$ cat src/rtl/nmea_rmc_time_parser_if.sv
// Receiver byte stream in, decoded UTC time out, for nmea_rmc_time_parser.
interface nmea_rmc_time_parser_if;
   logic [7:0] rx_data;
   logic       rx_valid;
   logic [7:0] hour_bcd;
   logic [7:0] min_bcd;
   logic [7:0] sec_bcd;
   logic       fix_ok;
   logic       time_valid;
   logic       sentence_err;

   modport master (
      output rx_data, rx_valid,
      input  hour_bcd, min_bcd, sec_bcd, fix_ok, time_valid, sentence_err
   );

   modport slave (
      input  rx_data, rx_valid,
      output hour_bcd, min_bcd, sec_bcd, fix_ok, time_valid, sentence_err
   );
endinterface

$ cat src/rtl/nmea_rmc_time_parser.sv
// NMEA "$xxRMC" parser: publishes UTC hhmmss as packed BCD plus the A/V fix flag.
// Define NMEA_CHECKSUM_EN to require and verify the "*hh" checksum before commit.
module nmea_rmc_time_parser #(
   parameter int MAX_LEN = 82
) (
   input logic                   clk,
   input logic                   reset,
   nmea_rmc_time_parser_if.slave bus
);
   localparam logic [7:0] LEN_LIM   = 8'(MAX_LEN);
   localparam logic [7:0] CH_DOLLAR = 8'h24;
   localparam logic [7:0] CH_COMMA  = 8'h2C;
   localparam logic [7:0] CH_CR     = 8'h0D;
   localparam logic [7:0] CH_LF     = 8'h0A;
   localparam logic [7:0] CH_A      = 8'h41;
`ifdef NMEA_CHECKSUM_EN
   localparam logic [7:0] CH_STAR   = 8'h2A;
`endif

   typedef enum logic [3:0] {
      S_IDLE, S_TALKER, S_TYPE, S_TIME, S_FRAC, S_STATUS,
      S_STAT_COMMA, S_SKIP, S_CKSUM, S_COMMIT
   } state_t;

   state_t      state;
   logic        rx_valid_d;
   logic [2:0]  cnt;
   logic [7:0]  len;
   logic [23:0] stage;
   logic        fix_stage;
`ifdef NMEA_CHECKSUM_EN
   logic [7:0]  ck_acc;
   logic [3:0]  ck_hi;
`endif

   logic accept;
   logic past_type;
   logic term;
   logic time_in_range;

   function automatic logic is_digit(input logic [7:0] c);
      return (c >= 8'h30) && (c <= 8'h39);
   endfunction

   function automatic logic [7:0] type_char(input logic [2:0] idx);
      case (idx)
         3'd0:    return 8'h52;
         3'd1:    return 8'h4D;
         3'd2:    return 8'h43;
         default: return CH_COMMA;
      endcase
   endfunction

   function automatic logic two_digit_le(input logic [3:0] tens, input logic [3:0] ones,
                                         input logic [6:0] lim);
      logic [6:0] v;
      v = 7'(tens) * 7'd10 + 7'(ones);
      return v <= lim;
   endfunction

`ifdef NMEA_CHECKSUM_EN
   function automatic logic is_hex(input logic [7:0] c);
      return is_digit(c) || ((c >= 8'h41) && (c <= 8'h46));
   endfunction

   function automatic logic [3:0] hex_val(input logic [7:0] c);
      return is_digit(c) ? c[3:0] : (c[3:0] + 4'd9);
   endfunction
`endif

   // A level-style new_data flag is turned into exactly one accept per byte.
   assign accept        = bus.rx_valid && !rx_valid_d;
   assign past_type     = state inside {S_TIME, S_FRAC, S_STATUS, S_STAT_COMMA, S_SKIP, S_CKSUM};
   assign term          = (bus.rx_data == CH_CR) || (bus.rx_data == CH_LF);
   assign time_in_range = two_digit_le(stage[23:20], stage[19:16], 7'd23) &&
                          two_digit_le(stage[15:12], stage[11:8],  7'd59) &&
                          two_digit_le(stage[7:4],   stage[3:0],   7'd59);

   always_ff @(posedge clk or negedge reset) begin
      if (!reset) begin
         state            <= S_IDLE;
         rx_valid_d       <= 1'b0;
         cnt              <= '0;
         len              <= '0;
         stage            <= '0;
         fix_stage        <= 1'b0;
         bus.hour_bcd     <= 8'h00;
         bus.min_bcd      <= 8'h00;
         bus.sec_bcd      <= 8'h00;
         bus.fix_ok       <= 1'b0;
         bus.time_valid   <= 1'b0;
         bus.sentence_err <= 1'b0;
`ifdef NMEA_CHECKSUM_EN
         ck_acc           <= '0;
         ck_hi            <= '0;
`endif
      end else begin
         rx_valid_d       <= bus.rx_valid;
         bus.time_valid   <= 1'b0;
         bus.sentence_err <= 1'b0;
         if (state == S_IDLE) len <= '0;

         // Range check happens here so all four outputs load together or not at all.
         if (state == S_COMMIT) begin
            if (time_in_range) begin
               bus.hour_bcd   <= stage[23:16];
               bus.min_bcd    <= stage[15:8];
               bus.sec_bcd    <= stage[7:0];
               bus.fix_ok     <= fix_stage;
               bus.time_valid <= 1'b1;
            end else begin
               bus.sentence_err <= 1'b1;
            end
            state <= S_IDLE;
         end else if (accept) begin
            if (bus.rx_data == CH_DOLLAR) begin
               bus.sentence_err <= past_type;
               state            <= S_TALKER;
               cnt              <= '0;
               len              <= 8'd1;
`ifdef NMEA_CHECKSUM_EN
               ck_acc           <= '0;
`endif
            end else if (past_type && (len >= LEN_LIM)) begin
               bus.sentence_err <= 1'b1;
               state            <= S_IDLE;
            end else if (state != S_IDLE) begin
               len <= len + 8'd1;
`ifdef NMEA_CHECKSUM_EN
               if ((state != S_CKSUM) && (bus.rx_data != CH_STAR))
                  ck_acc <= ck_acc ^ bus.rx_data;
`endif
               case (state)
                  S_TALKER: begin
                     if (cnt == 3'd1) begin
                        state <= S_TYPE;
                        cnt   <= '0;
                     end else begin
                        cnt <= cnt + 3'd1;
                     end
                  end
                  // Other sentence types are dropped without an error pulse.
                  S_TYPE: begin
                     if (bus.rx_data != type_char(cnt)) begin
                        state <= S_IDLE;
                     end else if (cnt == 3'd3) begin
                        state <= S_TIME;
                        cnt   <= '0;
                     end else begin
                        cnt <= cnt + 3'd1;
                     end
                  end
                  S_TIME: begin
                     if (is_digit(bus.rx_data)) begin
                        stage <= {stage[19:0], bus.rx_data[3:0]};
                        if (cnt == 3'd5) begin
                           state <= S_FRAC;
                           cnt   <= '0;
                        end else begin
                           cnt <= cnt + 3'd1;
                        end
                     end else begin
                        bus.sentence_err <= 1'b1;
                        state            <= S_IDLE;
                     end
                  end
                  S_FRAC: begin
                     if (bus.rx_data == CH_COMMA) state <= S_STATUS;
                  end
                  S_STATUS: begin
                     fix_stage <= (bus.rx_data == CH_A);
                     state     <= S_STAT_COMMA;
                  end
                  S_STAT_COMMA: begin
                     if (bus.rx_data == CH_COMMA) begin
                        state <= S_SKIP;
                     end else begin
                        bus.sentence_err <= 1'b1;
                        state            <= S_IDLE;
                     end
                  end
                  S_SKIP: begin
`ifdef NMEA_CHECKSUM_EN
                     if (bus.rx_data == CH_STAR) begin
                        state <= S_CKSUM;
                        cnt   <= '0;
                     end else if (term) begin
                        bus.sentence_err <= 1'b1;
                        state            <= S_IDLE;
                     end
`else
                     if (term) state <= S_COMMIT;
`endif
                  end
`ifdef NMEA_CHECKSUM_EN
                  // cnt walks: high nibble, low nibble, then the CR/LF terminator.
                  S_CKSUM: begin
                     if (cnt == 3'd0) begin
                        if (is_hex(bus.rx_data)) begin
                           ck_hi <= hex_val(bus.rx_data);
                           cnt   <= 3'd1;
                        end else begin
                           bus.sentence_err <= 1'b1;
                           state            <= S_IDLE;
                        end
                     end else if (cnt == 3'd1) begin
                        if (is_hex(bus.rx_data) && ({ck_hi, hex_val(bus.rx_data)} == ck_acc)) begin
                           cnt <= 3'd2;
                        end else begin
                           bus.sentence_err <= 1'b1;
                           state            <= S_IDLE;
                        end
                     end else begin
                        if (term) begin
                           state <= S_COMMIT;
                        end else begin
                           bus.sentence_err <= 1'b1;
                           state            <= S_IDLE;
                        end
                     end
                  end
`endif
                  default: state <= S_IDLE;
               endcase
            end
         end
      end
   end
endmodule
$ cat src/flat_wrapper.sv
// flat-port wrapper written by rule: the top's interface ports become plain ports
module nmea_rmc_time_parser_flat 
#(
   parameter int MAX_LEN = 82
)
  (clk, reset, bus_rx_data, bus_rx_valid, bus_hour_bcd, bus_min_bcd, bus_sec_bcd, bus_fix_ok, bus_time_valid, bus_sentence_err);
  nmea_rmc_time_parser_if bus_i ();
  input logic clk;
  input logic reset;
  input wire logic [$bits(bus_i.rx_data)-1:0] bus_rx_data;
  input wire logic [$bits(bus_i.rx_valid)-1:0] bus_rx_valid;
  output wire logic [$bits(bus_i.hour_bcd)-1:0] bus_hour_bcd;
  output wire logic [$bits(bus_i.min_bcd)-1:0] bus_min_bcd;
  output wire logic [$bits(bus_i.sec_bcd)-1:0] bus_sec_bcd;
  output wire logic [$bits(bus_i.fix_ok)-1:0] bus_fix_ok;
  output wire logic [$bits(bus_i.time_valid)-1:0] bus_time_valid;
  output wire logic [$bits(bus_i.sentence_err)-1:0] bus_sentence_err;
  assign bus_i.rx_data = bus_rx_data;
  assign bus_i.rx_valid = bus_rx_valid;
  assign bus_hour_bcd = bus_i.hour_bcd;
  assign bus_min_bcd = bus_i.min_bcd;
  assign bus_sec_bcd = bus_i.sec_bcd;
  assign bus_fix_ok = bus_i.fix_ok;
  assign bus_time_valid = bus_i.time_valid;
  assign bus_sentence_err = bus_i.sentence_err;
  nmea_rmc_time_parser #(.MAX_LEN(MAX_LEN)) u_core (.clk(clk), .reset(reset), .bus(bus_i));
endmodule
$ cat config.mk
export PLATFORM = sky130hd
export DESIGN_NAME = nmea_rmc_time_parser_flat
export DESIGN_NICKNAME = d
export VERILOG_FILES = /design/src/rtl/nmea_rmc_time_parser_if.sv /design/src/rtl/nmea_rmc_time_parser.sv /design/src/flat_wrapper.sv
export SDC_FILE = /design/constraint.sdc
export NUM_CORES = 1
export LEC_CHECK = 0
export BUFFER_PORTS_ARGS = -buffer_cell sky130_fd_sc_hd__buf_2
export CAP_MARGIN = 25
export CORE_ASPECT_RATIO = 1.25
export CORE_MARGIN = 2
export CORE_UTILIZATION = 45
export DETAILED_ROUTE_END_ITERATION = 8
export SYNTH_ARGS = -nofsm -noshare
export SYNTH_HDL_FRONTEND = slang
export SYNTH_SLANG_ARGS = --single-unit
$ cat constraint.sdc
create_clock -name clk -period 4.7 [get_ports clk]
set_clock_uncertainty 0.2 [all_clocks]
set_input_delay 0.47 -clock clk [delete_from_list [all_inputs] [get_ports clk]]
set_output_delay 0.47 -clock clk [all_outputs]
set_load 0.02 [all_outputs]
# Word-level counts from Yosys, hierarchy flattened
# Index checks and enable logic that the tools add are counted.
dict set report totals {
  register_bits 68
  inputBits 11
  output_inout_bits 27
  elab_cells 123
}
dict set report classes {
  add_sub_neg 5
  multipliers 3
  order_cmp 6
  eq_ne 27
  n_mux 47
  bitwise_logic 3
  n_reduce_logical 20
}
# operator count
set ops {}
lappend ops {{$mux W8} 12}
lappend ops {{$mux W4} 12}
lappend ops {{$pmux W4 S7} 1}
lappend ops {{$mux W3} 9}
lappend ops {{$add A7 B4 Y7} 3}
lappend ops {{$pmux W7 S3} 1}
lappend ops {{$reduce_and A7 Y1} 3}
lappend ops {{$mul A4 B3 Y6 const B} 3}
lappend ops {{$eq A4 B3 Y1 const B} 4}
lappend ops {{$eq A8 B4 Y1 const B} 2}
lappend ops {{$eq A8 B6 Y1 const B} 2}
lappend ops {{$le A7 B6 Y1 const B} 2}
lappend ops {{$reduce_bool A4 Y1} 3}
lappend ops {{$mux W1} 10}
lappend ops {{$pmux W3 S3} 1}
lappend ops {{$add A8 B1 Y8 const B} 1}
lappend ops {{$eq A4 B2 Y1 const B} 2}
lappend ops {{$eq A4 B4 Y1 const B} 2}
lappend ops {{$eq A8 B7 Y1 const B} 1}
lappend ops {{$ge A8 B6 Y1 const B} 1}
lappend ops {{$ge A8 B7 Y1 const B} 1}
lappend ops {{$le A8 B6 Y1 const B} 1}
lappend ops {{$ne A8 B8 Y1} 1}
lappend ops {{$le A7 B5 Y1 const B} 1}
lappend ops {{24 further kinds} 32}

# Longest topological paths before layout
dict set report logic_depth {
  depth_word 16
  depth_mapped 11
  depth_no_buf 10
}

# Worst setup path before layout
# Ideal clock, no wire load.
dict set report synth_path {
  path_kind {reg2reg}
  startpoint {reg u_core.stage[21]}
  endpoint {reg u_core.bus.fix_ok}
  setup_time_ns 0.125
  t_arrival_ns 3.110
  required_time_ns 4.375
  setup_slack_ns 1.265
  stages_incl_launch_ff 12
  n_path_buf 1
  synth_period_minus_slack_ns 3.435
  cell_sequence {dfrtp_1 > ha_1 > ha_1 > inv_1 > fa_1 > or3b_2 > o22ai_1 > a22oi_1 > a22oi_1 > nand4b_1 > clkbuf_1 > mux2_2}
}
dict set report synth_between {
  elab_chain_len 6
}
# item line_no
set synth_rtl {}
lappend synth_rtl {{start, declared} nmea_rmc_time_parser.sv:29} ;# logic [23:0] stage;
lappend synth_rtl {{start signal, assigned} nmea_rmc_time_parser.sv:155} ;# stage <= {stage[19:0], bus.rx_data[3:0]};
lappend synth_rtl {{$mul A4 B3 Y6} nmea_rmc_time_parser.sv:57} ;# v = 7'(tens) * 7'd10 + 7'(ones);
lappend synth_rtl {{$add A7 B4 Y7} nmea_rmc_time_parser.sv:57}
lappend synth_rtl {{$le A7 B5 Y1} nmea_rmc_time_parser.sv:58} ;# return v <= lim;
lappend synth_rtl {{$logic_and A1 B1 Y1} nmea_rmc_time_parser.sv:75} ;# assign time_in_range = two_digit_le(stage[23:20], stage[19:16], 7'd23) &&
lappend synth_rtl {{$logic_and A1 B1 Y1} nmea_rmc_time_parser.sv:76} ;# two_digit_le(stage[15:12], stage[11:8], 7'd59) &&
lappend synth_rtl {{$reduce_and A2 Y1 (no line)} n/a}
lappend synth_rtl {{end signal, assigned} nmea_rmc_time_parser.sv:109} ;# bus.fix_ok <= fix_stage;
lappend synth_rtl {{end, declared} nmea_rmc_time_parser_if.sv:19} ;# output hour_bcd, min_bcd, sec_bcd, fix_ok, time_valid, sentence_err
# No other way between the ends.
# A chain may end at the register's enable or synchronous reset.

# Worst setup path after layout
dict set report layout_path {
  startpoint {reg u_core.stage[21]}
  endpoint {reg u_core.bus.sec_bcd[4]}
}
dict set report layout_between {
  elab_chain_len 6
}
# item line_no
set layout_rtl {}
lappend layout_rtl {{$mul A4 B3 Y6} nmea_rmc_time_parser.sv:57}
lappend layout_rtl {{$add A7 B4 Y7} nmea_rmc_time_parser.sv:57}
lappend layout_rtl {{$le A7 B5 Y1} nmea_rmc_time_parser.sv:58}
lappend layout_rtl {{$logic_and A1 B1 Y1} nmea_rmc_time_parser.sv:75}
lappend layout_rtl {{$logic_and A1 B1 Y1} nmea_rmc_time_parser.sv:76}
lappend layout_rtl {{$reduce_and A2 Y1 (no line)} n/a}
lappend layout_rtl {{end signal, assigned} nmea_rmc_time_parser.sv:108} ;# bus.sec_bcd <= stage[7:0];
lappend layout_rtl {{end, declared} nmea_rmc_time_parser_if.sv:19}
# No other way between the ends.

==> flow_metrics.py <==
metrics = {
    "status": {
        "outcome": "finished, final reports clean",
    },
    "power_and_ir_drop": {
        "switching_power_mw": 0.2376,
        "power_mw": 1.072,
        "p_comb_share_pct": 3.5,
        "p_per_area_nw_per_um2": 233.9,
        "p_leak_nw": 2.257,
        "seq_power_share_pct": 54.8,
        "p_sw_share_pct": 22.16,
        "power_frac_clock_pct": 41.7,
        "internal_power_mw": 0.8348,
        "vdd_ir_drop_max_uv": 107.5,
    },
    "grt": {
        "antenna_found_initial": 0,
        "met3_usage_pct": 2.765,
        "gr-usage-met1_pct": 22.77,
        "overflow": 0,
        "track_usage_pct": 18.12,
        "use_met2_pct": 30.37,
        "grt_pass1_wl_mm": 14.04,
        "grt_max_degree": 38,
        "top_usage_layer": "met2",
        "grt_pass1_vias": 2929,
    },
    "clock_network": {
        "h-tree-depth": 3,
        "cts_buffers": 9,
        "clkTransAtPathRegs_ns": 0.07,
        "root_buffer": "clkbuf_8",
        "cts_buffer_depth": 2,
        "post_cts_resized": 0,
        "clock_latency_ns": 0.34,
        "cts_tree": "yes",
        "clock-sinks": 68,
        "post_cts_buffers": 0,
        "holdBufCountCts": 1,
    },
    "yosys": {
        "synthArstFlopShare_pct": 100.0,
        "ys_warn_count": 0,
        "avgSynthCellArea_sq_um": 10.82,
        "seq_area_frac_synth_pct": 41.60,
        "syn-num-nets": 421,
        "syn_inst": 378,
        "synth_cell_types": 60,
        "syn_area_sq_um": 4090,
        "ys.flop_type": "dfrtp_1",
        "synth-edff-count": 0,
        "synth_seq_cells": 68,
    },
    "timing": {
        "hold_viol": 0,
        "max_slew.worst_pin.slew_ns": 0.6874,
        "finalCritPeriodShare_pct": 79.55,
        "rsz0062_at_grt": "no",
        "tns_ns": 0,
        "min_period_ns": 3.739,
        "hold-worst-slack_ns": 0.05974,
        "finalSetupViolations": 0,
        "clock.fmax_mhz": 267.5,
        "fin_ws_ns": 0.9613,
        "relSlewSlack_pct": 53.55,
        "drv_slew": 0,
    },
    "place": {
        "place.gp.congestion": 0.8616,
        "place_ws_ns": 0.9567,
        "io_buffers": 37,
        "post_dp_cell_area_sq_um": 4404,
        "hpwl_mm": 6.304,
    },
    "die": {
        "rows": 38,
        "die_h_microns": 110.6,
        "initial_core_util_pct": 46.75,
        "design.core.area_sq_um": 8748,
        "die_area_sq_um": 9872,
        "ioPinCount": 38,
        "die_w_microns": 89.27,
    },
    "worst_hold_path": {
        "hold_path_depth": 1,
        "min_from": "bus_rx_valid",
        "hold_path_end": "u_core.rx_valid_d",
        "hold_path_class": "primary input to register",
    },
    "setup_path": {
        "reg2reg_setup_slack_ns": 0.96,
        "cp_max_fo": 19,
        "endpoint_kind": "register",
        "worstSetupPathType": "register to register",
        "slowest_delay_ns": 0.57,
        "slowest_stage": "fa_1",
        "worstPathCellList": "ha_1, ha_1, inv_1, fa_1, or3b_2, o22ai_1, a22oi_1, a22oi_1, nand4b_1, buf_4, mux2_2",
        "cp-start-kind": "register",
        "critPathArrivalTime_ns": 3.76,
        "required_ns": 4.72,
        "r2r_cells": 11,
        "r2r-start": "u_core.stage[21]",
        "r2r_end": "u_core.bus.sec_bcd[4]",
    },
    "final_layout": {
        "register_area_sq_um": 1702,
        "multiInputGateArea_sq_um": 2251,
        "n_fill_cell": 845,
        "area.growth.synth_to_final_pct": 12.11,
        "drive_gt1_share_pct": 26.37,
        "nNetsFinal": 461,
        "diodes": 0,
        "finish.instance_area_sq_um": 4586,
    },
    "route": {
        "postRouteAntennaNets": 0,
        "firstDrtPassIters": 4,
        "avgRoutedWirePerCell_microns": 15.65,
        "drc": 0,
        "num_vias": 2996,
        "wirelength_mm": 8.467,
        "via_per_inst": 5.538,
        "first_iter_violations": 66,
    },
    "run": {
        "cap_violations": 0,
    },
}
## worst max path at each step
stage	from	to	slack, ns	cells after the start
3_3_place_gp	u_core.stage[21]	u_core.bus.hour_bcd[7]	1.04	11
3_5_place_dp	u_core.stage[21]	u_core.bus.fix_ok	0.96	11
4_1_cts	u_core.stage[21]	u_core.bus.sec_bcd[7]	0.95	11
2_1_floorplan	u_core.stage[21]	u_core.bus.fix_ok	1.27	11
5_1_grt	u_core.stage[21]	u_core.bus.hour_bcd[4]	0.73	11
6_report	u_core.stage[21]	u_core.bus.sec_bcd[4]	0.96	11
## synthesized netlist by cell type, drive strengths merged, types with 6 or more instances
cell type  count  area (sq um)
nand2         19         71.32
inv           25         93.84
nor3           9         50.05
o21ai         19         95.09
nand3         13         65.06
a31oi          7         43.79
a21oi         20         100.1
fa             6         120.1
clkbuf         8         30.03
mux2          51         574.3
nand2b         7         43.79
dfrtp         68          1702
nor2          13         48.80
ha            26         325.3
## worst max-delay path: cells and delay by family (launching register included)
family          cells  cell delay (ns)
compound gates      3             0.43
buf+inv             2             0.42
fa+ha+maj           3             1.03
mux                 1             0.30
simple gates        2             0.81
flops               1             0.43
## per-layer routing
metal | part of all wire (%) | routed length [microns] | vias to the layer above
li1 | - | - | 1457
met1 | 44 | 3706 | 1486
met2 | 53 | 4475 | 44
met3 | 1.9 | 161 | 9
met4 | 1.5 | 123 | 0
met5 | 0 | 0 | -
## metrics by stage
stage	util [%]	std cells
floorplan	-	378
global placement	50.34	526
detailed placement	50.34	526
CTS	52.42	541
global route	52.42	541
finish	52.42	541
## kinds of logic after synthesis
logic type	after synthesis	synth area share (%)
AOI/OAI and AO/OA	79	13.18
muxes	54	14.78
buffers and inverters	37	3.518
adders and majority gates	33	11.13
xor gates and xnor gates	10	2.141
and+or+nand+nor	97	13.64
DFF	68	41.60
## final cells by class
type / count / share of cell area, %
multi-input cells: 273 / 49.09
flip-flops and latches: 68 / 37.11
repair buffers: 41 / 4.748
well taps: 120 / 3.274
clock buffers: 11 / 2.865
inverters: 25 / 2.046
clock inverters: 3 / 0.8731
## power by group through the flow
| stage | sequential [mW] | clock [mW] | combinational (mW) |
|---|---|---|---|
| global placement | 0.598 | 0 | 0.0371 |
| CTS | 0.587 | 0.460 | 0.0388 |
| detailed placement | 0.598 | 0 | 0.0381 |
| finish | 0.587 | 0.448 | 0.0375 |
| global route | 0.587 | 0.485 | 0.0437 |
| floorplan | 0.598 | 0 | 0.0135 |
## state kept, by name (all words and copies together) (netlist names)
name,flops
u_core.state,4
u_core.bus.sec_bcd,8
u_core.fix_stage,1
u_core.bus.hour_bcd,8
u_core.cnt,3
u_core.stage,24
u_core.len,8
u_core.rx_valid_d,1
u_core.bus.fix_ok,1
u_core.bus.time_valid,1
u_core.bus.sentence_err,1
u_core.bus.min_bcd,8
## placed cells by master, fill, tap and decap left out, drive strengths merged, types with 4 or more instances in the layout
cell type  synthesis  final
a31oi              7      7
mux2              51     51
o21ai             19     19
nor2              13     13
xnor2              5      5
dfrtp             68     68
nor3               9      9
fa                 6      6
nand2b             7      7
a21oi             20     20
inv               25     25
nand2             19     19
a22o               4      4
ha                26     26
or3                5      5
buf                4     40
xor2               5      5
nand3             13     13
clkbuf             8     11
nor2b              5      5
nor4               4      4
(Power assumes the default switching activity.)
